==> config.mk <==
export PLATFORM = sky130hd
export DESIGN_NAME = pipe_ctrl_flat
export DESIGN_NICKNAME = d
export VERILOG_FILES = /design/src/rtl/pipe_ctrl_if.sv /design/src/rtl/pipe_ctrl.sv /design/src/flat_wrapper.sv
export SDC_FILE = /design/constraint.sdc
export NUM_CORES = 1
export LEC_CHECK = 0
export CAP_MARGIN = 10
export CORE_UTILIZATION = 49
export DETAILED_ROUTE_END_ITERATION = 6
export MAX_ROUTING_LAYER = met4
export PLACE_DENSITY = 0.87
export SETUP_SLACK_MARGIN = 0.15
export SLEW_MARGIN = 20
export SYNTH_ARGS = -nofsm -noshare
export SYNTH_HDL_FRONTEND = slang
export SYNTH_SLANG_ARGS = --single-unit
==> constraint.sdc <==
create_clock -name clk -period 4 [get_ports clk]
set_input_delay 0.6 -clock clk [delete_from_list [all_inputs] [get_ports clk]]
set_output_delay 0.6 -clock clk [all_outputs]
set_load 0.02 [all_outputs]
==> src/rtl/pipe_ctrl_if.sv <==
// Stall/flush controller bundle: hazard requests and exception redirect in, stall vector and stats out.
// Ports: stallreq_id/ex/mem, excp_req, excp_pc (requests); stall, flush, new_pc, stall_timeout, stall_cnt, flush_cnt (results).
// master = pipeline side driving requests; slave = controller side driving results.
interface pipe_ctrl_if #(
    parameter int unsigned CNT_W = 32
);
    logic             stallreq_id;
    logic             stallreq_ex;
    logic             stallreq_mem;
    logic             excp_req;
    logic [31:0]      excp_pc;
    logic [5:0]       stall;
    logic             flush;
    logic [31:0]      new_pc;
    logic             stall_timeout;
    logic [CNT_W-1:0] stall_cnt;
    logic [15:0]      flush_cnt;

    modport master (
        output stallreq_id, stallreq_ex, stallreq_mem, excp_req, excp_pc,
        input  stall, flush, new_pc, stall_timeout, stall_cnt, flush_cnt
    );

    modport slave (
        input  stallreq_id, stallreq_ex, stallreq_mem, excp_req, excp_pc,
        output stall, flush, new_pc, stall_timeout, stall_cnt, flush_cnt
    );
endinterface

==> src/rtl/pipe_ctrl.sv <==
// Pipeline stall/flush controller: prioritised per-stage stall vector, exception flush FSM, stats and stall watchdog.
// Latency: stall/flush/new_pc are combinational (0 cycles); counters and watchdog flag update one cycle later.
// Backpressure: requesters hold their request until satisfied; a flush overrides all stalls and is followed by one DRAIN cycle.
// Ports: clk, rst (synchronous, active-high), bus (pipe_ctrl_if.slave).
module pipe_ctrl #(
    parameter int unsigned STALL_LIMIT = 1023,
    parameter int unsigned CNT_W       = 32
) (
    input  logic        clk,
    input  logic        rst,
    pipe_ctrl_if.slave  bus
);
    typedef enum logic {
        RUN   = 1'b0,
        DRAIN = 1'b1
    } state_t;

    localparam logic [15:0] LIMIT = 16'(STALL_LIMIT);

    state_t           state_q;
    logic [15:0]      run_len_q;
    logic             timeout_q;
    logic [CNT_W-1:0] stall_cnt_q;
    logic [15:0]      flush_cnt_q;

    logic [5:0]       stall_w;
    logic             flush_w;
    logic [31:0]      new_pc_w;

    // Outputs are forced quiet during reset and in DRAIN, where the
    // exception source has just been flushed and must not re-trigger.
    always_comb begin
        stall_w  = 6'b000000;
        flush_w  = 1'b0;
        new_pc_w = 32'h0;
        if (!rst && state_q == RUN) begin
            if (bus.excp_req) begin
                flush_w  = 1'b1;
                new_pc_w = bus.excp_pc;
            end else if (bus.stallreq_mem) begin
                stall_w = 6'b011111;
            end else if (bus.stallreq_ex) begin
                stall_w = 6'b001111;
            end else if (bus.stallreq_id) begin
                stall_w = 6'b000111;
            end
        end
    end

    always_ff @(posedge clk) begin
        if (rst) begin
            state_q     <= RUN;
            run_len_q   <= 16'h0;
            timeout_q   <= 1'b0;
            stall_cnt_q <= '0;
            flush_cnt_q <= 16'h0;
        end else begin
            // DRAIN always lasts one cycle; a flush can only occur in RUN.
            state_q <= flush_w ? DRAIN : RUN;

            // run_len stops at LIMIT; a further stalled cycle there trips the sticky flag.
            if (|stall_w) begin
                if (run_len_q != LIMIT) begin
                    run_len_q <= run_len_q + 16'd1;
                end else begin
                    timeout_q <= 1'b1;
                end
            end else begin
                run_len_q <= 16'h0;
            end

            if (|stall_w && stall_cnt_q != {CNT_W{1'b1}}) begin
                stall_cnt_q <= stall_cnt_q + 1'b1;
            end

            if (flush_w && flush_cnt_q != 16'hFFFF) begin
                flush_cnt_q <= flush_cnt_q + 16'd1;
            end
        end
    end

    assign bus.stall         = stall_w;
    assign bus.flush         = flush_w;
    assign bus.new_pc        = new_pc_w;
    assign bus.stall_timeout = timeout_q;
    assign bus.stall_cnt     = stall_cnt_q;
    assign bus.flush_cnt     = flush_cnt_q;
endmodule
==> src/flat_wrapper.sv <==
// flat-port wrapper written by rule: the top's interface ports become plain ports
module pipe_ctrl_flat 
#(
    parameter int unsigned STALL_LIMIT = 1023,
    parameter int unsigned CNT_W       = 32
)
  (clk, rst, bus_stallreq_id, bus_stallreq_ex, bus_stallreq_mem, bus_excp_req, bus_excp_pc, bus_stall, bus_flush, bus_new_pc, bus_stall_timeout, bus_stall_cnt, bus_flush_cnt);
  pipe_ctrl_if #(.CNT_W(CNT_W)) bus_i ();
  input  logic clk;
  input  logic rst;
  input wire logic [$bits(bus_i.stallreq_id)-1:0] bus_stallreq_id;
  input wire logic [$bits(bus_i.stallreq_ex)-1:0] bus_stallreq_ex;
  input wire logic [$bits(bus_i.stallreq_mem)-1:0] bus_stallreq_mem;
  input wire logic [$bits(bus_i.excp_req)-1:0] bus_excp_req;
  input wire logic [$bits(bus_i.excp_pc)-1:0] bus_excp_pc;
  output wire logic [$bits(bus_i.stall)-1:0] bus_stall;
  output wire logic [$bits(bus_i.flush)-1:0] bus_flush;
  output wire logic [$bits(bus_i.new_pc)-1:0] bus_new_pc;
  output wire logic [$bits(bus_i.stall_timeout)-1:0] bus_stall_timeout;
  output wire logic [$bits(bus_i.stall_cnt)-1:0] bus_stall_cnt;
  output wire logic [$bits(bus_i.flush_cnt)-1:0] bus_flush_cnt;
  assign bus_i.stallreq_id = bus_stallreq_id;
  assign bus_i.stallreq_ex = bus_stallreq_ex;
  assign bus_i.stallreq_mem = bus_stallreq_mem;
  assign bus_i.excp_req = bus_excp_req;
  assign bus_i.excp_pc = bus_excp_pc;
  assign bus_stall = bus_i.stall;
  assign bus_flush = bus_i.flush;
  assign bus_new_pc = bus_i.new_pc;
  assign bus_stall_timeout = bus_i.stall_timeout;
  assign bus_stall_cnt = bus_i.stall_cnt;
  assign bus_flush_cnt = bus_i.flush_cnt;
  pipe_ctrl #(.STALL_LIMIT(STALL_LIMIT), .CNT_W(CNT_W)) u_core (.clk(clk), .rst(rst), .bus(bus_i));
endmodule
After elaboration in Yosys (flattened, before gate mapping)

Cells that the tools add are included.

Word-level logic and storage cells: 31
Register bits after elaboration: 66
Output and inout port bits: 88

Equality and inequality tests: 3
Reductions and logical operators: 7
Bitwise logic cells: 3
Mux-type cells: 10
Add/subtract/negate cells: 3

Operators with widths:

| cell                                                     | count |
|---|---|
| two-way mux 32 bit                                       | 2 |
| adder 16 x 1 -> 16 bit (second input constant)           | 2 |
| adder 32 x 1 -> 32 bit (second input constant)           | 1 |
| inequality test 32 bit (second input constant)           | 1 |
| two-way mux 6 bit                                        | 4 |
| inequality test 16 x 10 -> 1 bit (second input constant) | 1 |
| inequality test 16 bit (second input constant)           | 1 |
| OR reduction 6 bit                                       | 1 |
| logical AND 1 bit                                        | 3 |
| two-way mux 1 bit                                        | 3 |
| two-way mux 3 bit                                        | 1 |
| inverter 1 bit                                           | 3 |
| AND reduction 2 bit                                      | 1 |
| OR reduction 2 bit                                       | 1 |
| zero test 1 bit                                          | 1 |

Depth between registers and ports, before layout

Word-level depth: 8
Depth in mapped cells: 7

Least setup slack after synthesis

OpenSTA, ideal clock, no wires.

Kind: input -> output
Start: in bus_stallreq_ex
End: out bus_stall[1]
Path buffers: 1
Path slack: 1.803 ns
Arrival: 1.597 ns
Stages: 4
Data required time: 3.400 ns
Path through: or3_1 > nand2_1 > inv_1 > buf_4

Cells in the longest elaborated chain, start to end: 4

RTL lines:

| what              | line               | text |
|---|---|---|
| from (decl)       | flat_wrapper.sv:12 | `input wire logic [$bits(bus_i.stallreq_ex)-1:0] bus_stallreq_ex;` |
| two-way mux 6 bit | pipe_ctrl.sv:42    | `end else if (bus.stallreq_ex) begin` |
| two-way mux 6 bit | pipe_ctrl.sv:40    | `end else if (bus.stallreq_mem) begin` |
| two-way mux 6 bit | pipe_ctrl.sv:37    | `if (bus.excp_req) begin` |
| two-way mux 6 bit | pipe_ctrl.sv:36    | `if (!rst && state_q == RUN) begin` |
| to (decl)         | flat_wrapper.sv:16 | `output wire logic [$bits(bus_i.stall)-1:0] bus_stall;` |

Every way passes these cells.

Worst setup path after layout

Start: in bus_excp_req
End: out bus_new_pc[21]

Cells in the longest elaborated chain, start to end: 2

RTL lines:

| what               | line               | text |
|---|---|---|
| from (decl)        | flat_wrapper.sv:14 | `input wire logic [$bits(bus_i.excp_req)-1:0] bus_excp_req;` |
| two-way mux 32 bit | pipe_ctrl.sv:37    |  |
| two-way mux 32 bit | pipe_ctrl.sv:36    |  |
| to (decl)          | flat_wrapper.sv:18 | `output wire logic [$bits(bus_i.new_pc)-1:0] bus_new_pc;` |

Every way passes these cells.

==> impl_metrics.csv <==
group,metric,value,unit
status,run_status,"finished clean",
sta,finalClockSkew,9.27,ps
worst_setup_path,worst_setup_path_start_kind,"primary input",
sta,maximum_clock_rate,289,MHz
floorplanning,overall_die_area,7430,µm²
yosys,complex_gate_fraction_of_the_synthesized_area,10.4,%
sta,final-max-slew-violation-count,0,
power,power.density,291,nW/µm²
worst_hold_path,timing.hold.worst.start,"u_core.bus.stall_timeout$_SDFFE_PP0P_",
finish,drive_gt1_share,6.79,%
place,portBuffers,124,
worst_setup_path,critical_path.max_fanout,37,
sta,final.setup.tns,0,ps
detailed_routing,drc,0,
detailed_routing,routed_wirelength,9780,µm
yosys,xor_xnor_fraction_of_synth_area,7.31,%
yosys,mapped_area,3480,µm²
yosys,synth_ff_type,"sky130_fd_sc_hd__dfxtp_1",
worst_hold_path,timing.hold.worst_endpoint,"u_core.bus.stall_timeout$_SDFFE_PP0P_",
finish,synthToLayoutAreaGrowth,43.7,%
yosys,synthTopCellsByArea,"sky130_fd_sc_hd__dfxtp_1 38%, sky130_fd_sc_hd__and2_1 6.7%, sky130_fd_sc_hd__xnor2_1 5.5%",
sta,final.setup.worst_slack,542,ps
floorplanning,start_util,50.9,%
worst_hold_path,number_of_instances_on_the_worst_hold_path,2,
cts,clock_insertion_delay_at_the_later_pin_of_the_skew_report,350,ps
cts,tritoncts,"built",
sta,rsz_0062_raised_after_global_routing,"false",
yosys,synth.yosys.seq_area_share,38.0,%
global_route,grt.total_usage,26.9,%
worst_setup_path,r2r_start,"u_core.bus.stall_cnt[2]$_SDFFE_PP0P_",
yosys,number_of_different_library_cells_in_the_post_synthesis_netlist,48,
sta,relSlewSlack,46.4,%
detailed_routing,first_pass_iters,5,
cts,cts_max_path_buffers,2,
floorplanning,row_count,30,
cts,number_of_clock_sinks,66,
cts,clock-root-buffer,"sky130_fd_sc_hd__clkbuf_8",
yosys,simple_gate_area_share_of_the_yosys_netlist,37.3,%
global_route,initial_antenna_violation_count,1,
global_route,grt_first_pass_wirelength,15100,µm
place,place_hpwl,7140,µm
yosys,synth_fa_ha_area_share,1.08,%
detailed_routing,drt_first_iter_violations,131,
sta,timing.final.setup_violations,0,
floorplanning,top_level_pins,126,
finish,design.final.nets,581,
power,report.power.total,1.45,mW
yosys,synth-seq-cells,66,
cts,number_of_buffers_created_by_cts,9,
yosys,yosys.area.top_type,"sky130_fd_sc_hd__dfxtp_1",
cts,cts_max_level,3,
detailed_routing,via_count,3526,
yosys,synth_mux_area_share,2.16,%
yosys,synth.yosys.warnings,0,
sta,timing.final.crit_share,86.5,%
yosys,synth_enable_flop_cells,0,
worst_setup_path,critPathKind,"in -> out",
global_route,grt.overflow.total,0,
worst_hold_path,hold_class,"reg -> reg",
place,gpl.final_weighted_congestion,0.844,
yosys,largest_family_of_logic_cells_by_synthesized_area,"simple AND/OR/NAND/NOR gates",
global_route,grt_max_degree,38,
floorplanning,die-width,86.2,µm
power,p_leak,1.67,nW
detailed_routing,drt.antenna.violating_nets,0,
floorplanning,coreArea,6830,µm²
yosys,area_share_of_the_largest_cell_type_after_synthesis,38.0,%
detailed_routing,average_vias_per_placed_instance,5.49,
worst_setup_path,crit_required,3400,ps
worst_setup_path,end_of_the_worst_register_to_register_path,"u_core.bus.stall_cnt[5]$_SDFFE_PP0P_",
worst_setup_path,r2r.worst_path.cells,5,
run,total_of_max_cap_violations,0,
worst_setup_path,critical_path_arrival,2860,ps
yosys,syn-instance-count,424,
place,pre_cts_slack,416,ps
detailed_routing,routed_wire_length_per_instance,15.2,µm
sta,final_period_minus_worst_setup_slack,3460,ps
sta,tightest_slew,799,ps
yosys,synth.avg_cell_area,8.20,µm²
cts,clkTransAtPathRegs,80,ps
yosys,mappedNetlistNets,465,
worst_setup_path,timing.reg2reg.setup_slack,1270,ps
floorplanning,die_y,86.2,µm
global_route,first_global_vias,3127,
sta,timing.final.hold_violations,0,
worst_setup_path,timing.critical_path.to_type,"primary output",
power,ir_worst_vdd,0.000265,V
yosys,asyncSetResetFlopFracSynth,0,%
layout by cell type, fill, tap and decap left out, drive strengths merged, types with 3 or more instances in the layout:
cell           netlist  layout
inv                  6       6
xnor2               22      22
clkdlybuf4s50        0     123
o21ai               17      17
a31o                 3       3
mux2                 4       4
nand2b               5       5
xor2                 7       7
nor2b                4       4
dfxtp               66      66
clkbuf              14      10
ha                   3       3
o31ai                5       5
buf                  8       4
or4                  5       5
a21oi               25      25
or3                 17      17
clkinv               1       3
nor4                 6       6
and3                10      10
nor2                49      49
mux2i                3       3
nor3                25      25
and2                37      37
nand2               25      25
and4                 8       8
nand3               16      16
nand4               16      16
how the worst max path moves through the flow:
stage / start / slack, ps / to / cells after the start
4_1_cts: bus_excp_req / 380 / bus_new_pc[21] / 5
5_1_grt: rst / 390 / bus_new_pc[21] / 6
3_3_place_gp: bus_excp_req / 520 / bus_new_pc[17] / 5
6_report: bus_excp_req / 540 / bus_new_pc[21] / 5
3_5_place_dp: bus_excp_req / 420 / bus_new_pc[21] / 5
2_1_floorplan: bus_stallreq_ex / 1800 / bus_stall[1] / 4
cell families (layout without fill, tap and decap cells):
family                     count (synthesis)  in the layout
buffers and inverters                     29            150
AOI/OAI and AO/OA                         59             59
xor gates and xnor gates                  29             29
DFF                                       66             66
other                                      1              2
muxes                                      7              7
adders and majority gates                  3              3
and+or+nand+nor                          230            230
synthesized netlist by cell type, types with 4 or more instances:
cell,number
sky130_fd_sc_hd__dfxtp_1,66
sky130_fd_sc_hd__nor2_1,49
sky130_fd_sc_hd__and2_1,37
sky130_fd_sc_hd__a21oi_1,25
sky130_fd_sc_hd__nand2_1,25
sky130_fd_sc_hd__nor3_1,22
sky130_fd_sc_hd__xnor2_1,22
sky130_fd_sc_hd__o21ai_0,17
sky130_fd_sc_hd__or3_1,17
sky130_fd_sc_hd__nand3_1,16
sky130_fd_sc_hd__nand4_1,15
sky130_fd_sc_hd__clkbuf_1,14
sky130_fd_sc_hd__and3_1,10
sky130_fd_sc_hd__and4_1,8
sky130_fd_sc_hd__xor2_1,7
sky130_fd_sc_hd__inv_1,6
sky130_fd_sc_hd__nand2b_1,5
sky130_fd_sc_hd__or4_1,5
sky130_fd_sc_hd__buf_4,4
sky130_fd_sc_hd__mux2_2,4
sky130_fd_sc_hd__nor2b_1,4
sky130_fd_sc_hd__o31ai_1,4
per-stage QoR:
step	hold slack [ps]	cells	area, µm²	util [%]
finish	467	642	5000	73.1
detailed placement	462	625	4750	69.6
floorplan	477	424	3480	-
CTS	473	641	4980	72.9
global placement	455	625	4750	69.6
global route	489	642	5000	73.1
state kept, by name, summed over array words and instances, names as in the netlist:
register,flops
u_core.bus.flush_cnt,16
u_core.bus.stall_cnt,32
u_core.bus.stall_timeout,1
u_core.run_len_q,16
u_core.state_q,1
what timing repair did:
item	CTS	global route
setup endpoints to repair	0	1
hold buffers	0	0
gates resized for setup	0	1
setup buffers	0	0
cell type report:
class	count	area (µm²)
fillers	523	1840
clock buffers	10	138
flip-flops and latches	66	1320
inverters	7	30.0
repair buffers	127	1260
well taps	96	120
diodes	1	2.50
clock inverters	6	90.1
multi-input cells	329	2040
layer usage:
layer,GRT usage (%),part of all wire (%)
met5,-,0
met4,6.82,1.7
met3,7.62,7.4
met2,41.2,47
met1,35.0,44
critical path, stage by stage:
cell	delay, ps
sky130_fd_sc_hd__clkdlybuf4s50_1	450
sky130_fd_sc_hd__nand2_1	330
sky130_fd_sc_hd__clkinvlp_4	510
sky130_fd_sc_hd__and2_1	350
sky130_fd_sc_hd__clkdlybuf4s50_1	610
report_power, final:
group / internal [mW] / switching (mW) / leakage [nW] / total (mW)
Sequential: 0.662 / 0.00679 / 0.532 / 0.668
Clock: 0.369 / 0.266 / 0.112 / 0.634
Combinational: 0.0788 / 0.0722 / 1.02 / 0.151
Note: power is estimated with default switching activity, not from simulation.
